[src/rtl/tim1_evt_ctrl.sv]
// tim1_evt_ctrl: basic up-counting timer core with prescaler, auto-reload,
// preload shadows, software update/compare generation and sticky flags.
// Every output comes straight from a flop, so effects show up the cycle
// after the edge that caused them.
module tim1_evt_ctrl (
  input  logic        clk,
  input  logic        rst_n,
  input  logic        i_ug,
  input  logic        i_cc1g,
  input  logic        i_cen,
  input  logic        i_udis,
  input  logic        i_urs,
  input  logic        i_arpe,
  input  logic [15:0] i_psc,
  input  logic [15:0] i_arr,
  input  logic [15:0] i_ccr1,
  input  logic        i_clr_uif,
  input  logic        i_clr_cc1if,
  output logic [15:0] o_cnt,
  output logic        o_uev,
  output logic        o_cc1_evt,
  output logic        o_uif,
  output logic        o_cc1if,
  output logic        o_ug_ack,
  output logic        o_cc1g_ack
);

  logic        ug_prev_q,    ug_prev_d;
  logic        cc1g_prev_q,  cc1g_prev_d;
  logic [15:0] psc_cnt_q,    psc_cnt_d;
  logic [15:0] cnt_q,        cnt_d;
  logic [15:0] psc_shadow_q, psc_shadow_d;
  logic [15:0] arr_shadow_q, arr_shadow_d;
  logic        uev_q,        uev_d;
  logic        cc1_evt_q,    cc1_evt_d;
  logic        uif_q,        uif_d;
  logic        cc1if_q,      cc1if_d;
  logic        ug_ack_q,     ug_ack_d;
  logic        cc1g_ack_q,   cc1g_ack_d;

  logic        ug_edge;
  logic        cc1g_edge;
  logic        tick;
  logic        ovf;
  logic [15:0] cnt_tick;
  logic        cmp_hit;
  logic        uev_now;
  logic        uif_set;
  logic        cc1_set;

  // Next-state logic for prescaler, counter, shadows, flags and pulses.
  always_comb begin
    ug_edge   = i_ug & ~ug_prev_q;
    cc1g_edge = i_cc1g & ~cc1g_prev_q;

    tick = i_cen && (psc_cnt_q == psc_shadow_q);
    ovf  = tick && (cnt_q == arr_shadow_q);

    cnt_tick = cnt_q;
    if (tick) begin
      cnt_tick = ovf ? 16'd0 : cnt_q + 16'd1;
    end

    psc_cnt_d = psc_cnt_q;
    if (i_cen) begin
      psc_cnt_d = tick ? 16'd0 : psc_cnt_q + 16'd1;
    end
    cnt_d = cnt_tick;

    // UG wins over a coincident overflow: counter restarts, one UEV at most.
    if (ug_edge) begin
      cnt_d     = 16'd0;
      psc_cnt_d = 16'd0;
      uev_now   = ~i_udis;
      uif_set   = ~i_udis & ~i_urs;
    end else begin
      uev_now   = ovf & ~i_udis;
      uif_set   = ovf & ~i_udis;
    end

    psc_shadow_d = uev_now ? i_psc : psc_shadow_q;
    arr_shadow_d = (!i_arpe || uev_now) ? i_arr : arr_shadow_q;

    // A UG restart overrides whatever value the tick would have produced.
    cmp_hit = tick && !ug_edge && (cnt_tick == i_ccr1);
    cc1_set = cmp_hit | cc1g_edge;

    uev_d      = uev_now;
    cc1_evt_d  = cc1_set;
    uif_d      = uif_set | (uif_q & ~i_clr_uif);
    cc1if_d    = cc1_set | (cc1if_q & ~i_clr_cc1if);
    ug_ack_d   = ug_edge;
    cc1g_ack_d = cc1g_edge;

    ug_prev_d   = i_ug;
    cc1g_prev_d = i_cc1g;
  end

  // State register with synchronous active-low reset.
  always_ff @(posedge clk) begin
    if (!rst_n) begin
      ug_prev_q    <= 1'b0;
      cc1g_prev_q  <= 1'b0;
      psc_cnt_q    <= 16'd0;
      cnt_q        <= 16'd0;
      psc_shadow_q <= 16'd0;
      arr_shadow_q <= 16'd0;
      uev_q        <= 1'b0;
      cc1_evt_q    <= 1'b0;
      uif_q        <= 1'b0;
      cc1if_q      <= 1'b0;
      ug_ack_q     <= 1'b0;
      cc1g_ack_q   <= 1'b0;
    end else begin
      ug_prev_q    <= ug_prev_d;
      cc1g_prev_q  <= cc1g_prev_d;
      psc_cnt_q    <= psc_cnt_d;
      cnt_q        <= cnt_d;
      psc_shadow_q <= psc_shadow_d;
      arr_shadow_q <= arr_shadow_d;
      uev_q        <= uev_d;
      cc1_evt_q    <= cc1_evt_d;
      uif_q        <= uif_d;
      cc1if_q      <= cc1if_d;
      ug_ack_q     <= ug_ack_d;
      cc1g_ack_q   <= cc1g_ack_d;
    end
  end

  assign o_cnt      = cnt_q;
  assign o_uev      = uev_q;
  assign o_cc1_evt  = cc1_evt_q;
  assign o_uif      = uif_q;
  assign o_cc1if    = cc1if_q;
  assign o_ug_ack   = ug_ack_q;
  assign o_cc1g_ack = cc1g_ack_q;

endmodule

[config.mk]
export PLATFORM = sky130hd
export DESIGN_NAME = tim1_evt_ctrl
export DESIGN_NICKNAME = d
export VERILOG_FILES = /design/src/rtl/tim1_evt_ctrl.sv
export SDC_FILE = /design/constraint.sdc
export NUM_CORES = 1
export LEC_CHECK = 0
export CAP_MARGIN = 10
export CORE_MARGIN = 2
export CORE_UTILIZATION = 47
export CTS_CLUSTER_DIAMETER = 30
export DETAILED_ROUTE_END_ITERATION = 8
export PLACE_DENSITY = 0.77
export SLEW_MARGIN = 20
export SYNTH_ARGS = -nofsm -noshare
export SYNTH_HDL_FRONTEND = slang
export SYNTH_SLANG_ARGS = --single-unit
[constraint.sdc]
create_clock -name clk -period 2.3 [get_ports clk]
set_input_delay 0.46 -clock clk [delete_from_list [all_inputs] [get_ports clk]]
set_output_delay 0.46 -clock clk [all_outputs]
set_load 0.01 [all_outputs]
## Word level (Yosys, flattened, before mapping)

Index checks and enable logic that the tools add are counted.
Widths: inputs -> output; s select.

- Add/sub/neg operators: 2
- Multiply operators: 0
- Div/mod/pow operators: 0
- $lt $le $gt $ge: 0
- Eq/ne operators: 3
- Shifts and indexed selects: 0
- Multiplexer cells: 5
- Bitwise gates (word level): 16
- Reduce and logical (&&, ||, !) cells: 8

Operators with widths:

| kind | count |
|---|---|
| $eq 16x16->1 | 3 |
| $mux 16 | 3 |
| $add 16x1->16 const B | 2 |
| $not 1->1 | 7 |
| $and 1x1->1 | 6 |
| $logic_and 1x1->1 | 4 |
| $or 1x1->1 | 3 |
| $logic_not 1->1 | 2 |
| $mux 1 | 2 |
| $reduce_or 2->1 | 1 |
| $logic_or 1x1->1 | 1 |

- Register bits: 72
- Latch bits: 0
- RAM bits: 0
- ROM bits: 0
- Input port bits: 58
- Output and inout port bits: 22
- Word-level logic and storage cells: 46
- Memories kept: 0

## Longest topological paths before layout

- Depth after elaboration: 9
- Mapped depth: 13
- Mapped depth without buffers: 10

## Least setup slack after synthesis

No wires, ideal clock.

- Kind: input port to flip-flop
- Start: input port i_cen
- End: register arr_shadow_q[4]
- Library setup time: 116 ps
- Data arrival time: 2309 ps
- Required time: 2184 ps
- Slack: -126 ps
- Cell stages on the path: 12
- Path buffers: 4
- Cell sequence: clkbuf_1 -> and2_1 -> nand2_1 -> nor3_2 -> nand2_1 -> a21o_1 -> buf_2 -> and2_1 -> buf_2 -> buf_6 -> nand2_1 -> a21boi_1

- Longest elaborated chain between the ends: 5

Ends and longest elaborated chain:

| element | RTL line | source |
|---|---|---|
| from (decl) | 10 | `input logic i_cen,` |
| $logic_and 1x1->1 | 56 | `tick = i_cen && (psc_cnt_q == psc_shadow_q);` |
| $logic_and 1x1->1 | 57 | `ovf = tick && (cnt_q == arr_shadow_q);` |
| $and 1x1->1 | 77 | `uev_now = ovf & ~i_udis;` |
| $mux 1 | 71 | `if (ug_edge) begin` |
| $logic_or 1x1->1 | 82 | `arr_shadow_d = (!i_arpe \|\| uev_now) ? i_arr : arr_shadow_q;` |
| to (signal assigned) | 120 | `arr_shadow_q <= arr_shadow_d;` |
| to (decl) | 33 | `logic [15:0] arr_shadow_q, arr_shadow_d;` |

No other way between the ends.
A chain may end at the register's enable or synchronous reset.

## Worst setup path in the final report

- Start: register psc_cnt_q[5]
- End: register cc1_evt_q, in the netlist o_cc1_evt

- Longest elaborated chain between the ends: 8
- Elaborated cells between the ends (all ways): 9
- Classes of those cells: eq/ne (2); mux (2); bitwise (1); reduce/logical (4)

Ends and longest elaborated chain:

| element | RTL line | source |
|---|---|---|
| from (decl) | 30 | `logic [15:0] psc_cnt_q, psc_cnt_d;` |
| from (signal assigned) | 117 | `psc_cnt_q <= psc_cnt_d;` |
| $eq 16x16->1 (*) | 56 |  |
| $logic_and 1x1->1 (*) | 56 |  |
| $logic_and 1x1->1 | 57 |  |
| $mux 16 | 61 | `cnt_tick = ovf ? 16'd0 : cnt_q + 16'd1;` |
| $mux 16 | 60 | `if (tick) begin` |
| $eq 16x16->1 | 85 | `cmp_hit = tick && !ug_edge && (cnt_tick == i_ccr1);` |
| $logic_and 1x1->1 (*) | 85 |  |
| $or 1x1->1 (*) | 86 | `cc1_set = cmp_hit \| cc1g_edge;` |
| to (signal assigned) | 122 | `cc1_evt_q <= cc1_evt_d;` |
| to (decl) | 35 | `logic cc1_evt_q, cc1_evt_d;` |

Every way passes the cells marked *; elsewhere a longest branch is shown, timed or not.

==> flow_summary.yaml <==
status:
  outcome: "finished, violations left"
  violations: "negative setup slack"
setup_path:
  critPathArrivalTime_ps: 2890
  criticalPathCategory: "reg -> reg"
  reg2reg_from: "psc_cnt_q[5]"
  cp-end-kind: "flip-flop"
  critical-path-max-stage-delay_ps: 380
  crit_path_top_delay_cell: "xor2_1"
  r2r-end: "o_cc1_evt"
  reg2reg_slack_ps: -370
  worstSetupStartpoint: "psc_cnt_q[5]"
  cpMostUsedCell: "nor3_2"
  cp-start-kind: "flip-flop"
  cp_cell_sequence: "xor2_2 > nor4_4 > nand3_2 > buf_6 > nor3_2 > xor2_1 > o2bb2ai_1 > nor3_2 > o2111ai_2 > o21ai_1"
  crit_path_max_fanout: 6
  rr_worst_depth: 10
  cp_data_required_time_ps: 2520
global_routing:
  grt_overflow: 0
  grt_max_degree: 40
  globalRouteTotalUtil_pct: 29.0
  grt_pass1_vias: 4054
  antenna_found_initial: 0
  grt_pass1_wl_um: 20100
route:
  drc: 0
  drt_wl_total_um: 13000
  drtAntennaViolNets: 0
  vias: 4141
  firstDrtPassIters: 6
  avgRoutedWirePerCell_um: 17.1
  vias_per_cell: 5.46
  first_iter_violations: 295
floorplanning:
  chipWidth_um: 95.1
  start_util_pct: 48.0
  io_pins: 80
  core-area_um2: 8130
  dieHeight_um: 95.1
  rows: 33
  die_area_um2: 9050
synth:
  yosysSeqAreaShare_pct: 36.9
  synthesis.nets: 539
  synthFlopType: "dfxtp_1"
  avgSynthCellArea_um2: 8.15
  yosysUniqueCellTypes: 54
  ys_ff_latch: 72
  synth_async_sr_flop_share_pct: 0
  syn_area_um2: 3900
  syn_inst: 479
  synth_edf_count: 0
  synth_warnings: 0
min_path:
  hp-start: "ug_prev_q"
  hold_depth: 1
  min_to: "o_ug_ack"
  hold_class: "reg -> reg"
cells_and_area:
  nets: 708
  drive_gt1_share_pct: 26.6
  fin_cells: 758
  antenna_cells: 0
  syn_to_final_growth_pct: 53.2
  design_area_um2: 5980
sta:
  rsz0062_at_grt: "true"
  worst_slew_pin_slew_ps: 417
  relSlewSlack_pct: 72.1
  worst_slack_ps: -374
  post-route-min-period_ps: 2670
  clock_skew_ps: 13.6
  period_share_pct: 116
  hold_viol: 0
  slew_violations: 0
  setup_viol: 50
  fmax_mhz: 374
clock_tree:
  htree_levels: 3
  clock_sinks: 72
  cts_buffers: 9
  clkLatencyLatePin_ps: 350
  holdBufCountCts: 0
  clockRootBuffer: "clkbuf_8"
  clk_path_buf_depth: 2
  cts.reportedPaths.clkPinSlew_ps: 80
  cts_tree: "done"
job:
  drv_cap: 0
placed_design:
  placed_area_um2: 5510
  place_inst: 734
  place.gp.congestion: 1.03
  post-dp-hpwl_um: 9480
  portBuffers: 79
power_and_ir_drop:
  irDropWorstVdd_uv: 351
  power_leakage_nw: 2.46
  power_density_nw_per_um2: 499
worst max-delay path: cells and delay by family, from the launching register on:
| family | cells | cell delay, ps |
|---|---|---|
| AO/OA/AOI/OAI | 3 | 580 |
| XOR/XNOR | 2 | 560 |
| AND/OR/NAND/NOR | 4 | 820 |
| buffers and inverters | 1 | 200 |
| flip-flops | 1 | 370 |
layout by cell type (no fill, tap or decap), types with 3 or more instances in the layout:
cell,Yosys,layout
nor4_1,8,7
and2_1,8,6
nand2_1,87,83
o22ai_1,3,3
clkdlybuf4s50_1,0,79
xor2_2,1,4
a21oi_1,8,8
nor2b_1,4,4
buf_4,2,96
buf_12,0,4
nor3_2,1,6
nor2_1,42,42
a21boi_1,10,9
nand3_2,1,3
a21boi_0,22,22
and2_4,0,3
and3_1,7,6
nand2b_1,10,10
dfxtp_1,72,66
inv_1,8,7
or4_4,1,3
nor3_1,16,9
nand4_1,12,12
o21ai_0,5,4
xnor2_1,15,13
nand2_2,1,3
dfxtp_2,0,5
a31oi_1,3,3
xor2_1,45,42
nand3_1,22,20
clkbuf_8,0,10
kinds of logic after synthesis:
group           after synthesis  synth area share, %
buf+inv                      32                 3.65
xor+xnor                     61                 13.9
flops                        72                 36.9
simple gates                232                 29.4
fa+ha+maj                     2                0.641
mux                           3                0.802
compound gates               77                 14.7
Yosys cell counts, types with 3 or more instances:
cell,count,area (um^2)
nor2_1,42,158
clkbuf_1,15,56.3
a21o_1,3,22.5
nor2b_1,4,25.0
a21oi_1,8,40.0
and3_1,7,43.8
o22ai_1,3,18.8
inv_1,8,30.0
a21boi_0,22,165
nand2b_1,10,62.6
buf_2,6,30.0
nor4_1,8,50.1
and4_1,3,26.3
a21boi_1,10,75.1
o21ai_0,5,25.0
a31oi_1,3,18.8
nor3_1,16,80.1
nand3_1,22,110
nand4_1,12,75.1
dfxtp_1,72,1440
xnor2_1,15,131
o2111ai_1,4,35.0
xor2_1,45,394
nand2_1,87,327
and2_1,8,50.1
sequential cells by signal, indices dropped and copies added, names as in the netlist, 16 cells and up:
signal / cells
psc_cnt_q: 16
o_cnt: 16
psc_shadow_q: 16
arr_shadow_q: 16
what timing repair did:
item,CTS,global route
pin swaps,11,8
resized for setup,29,19
endpoints found under the setup margin,50,50
gates cloned,2,0
hold endpoints to repair,0,0
setup buffers,5,2
layout make-up:
cell class / instances / area (um^2)
clock buffers: 10 / 138
multi-input cells: 377 / 2560
repair buffers: 180 / 1600
inverters: 8 / 30.0
well taps: 105 / 131
flip-flops and latches: 72 / 1450
clock inverters: 6 / 67.6
fillers: 610 / 2160
routing by layer:
layer	global-route usage, %	up-vias	wire, um
li1	-	1993	-
met1	40.4	1926	5820
met2	45.4	193	5820
met3	5.06	29	987
met4	9.66	0	323
met5	0	-	0
stage by stage:
| step | worst slack (ps) | total power, W | util, % | setup TNS, ps | hold slack, ps |
|---|---|---|---|---|---|
| after global placement | -550 | 0.00187 | 67.7 | -12590 | 395 |
| after CTS | -207 | 0.00296 | 72.3 | -1270 | 417 |
| after floorplan | -8.43 | 0.00159 | - | -8.43 | 383 |
| final | -374 | 0.00298 | 73.5 | -6930 | 413 |
| after global routing | -452 | 0.00309 | 73.5 | -11380 | 442 |
| after detailed placement | -543 | 0.00187 | 67.7 | -13430 | 406 |
where the power goes:
part           leakage, nW  internal (W)  switching, W  total, W
logic                 1.77      0.000315      0.000296  0.000611
registers            0.590       0.00129     0.0000321   0.00132
clock network       0.0989      0.000535      0.000518   0.00105
total                 2.46       0.00214      0.000845   0.00298
worst max-delay path by stage:
stage	to	cells after the start
detailed placement	o_cc1_evt	9
finish	o_cc1_evt	10
global placement	o_cc1_evt	9
CTS	o_cc1_evt	9
global route	o_cc1_evt	10
floorplan	o_cc1_evt	9
Power figures use the tool's default switching activity.
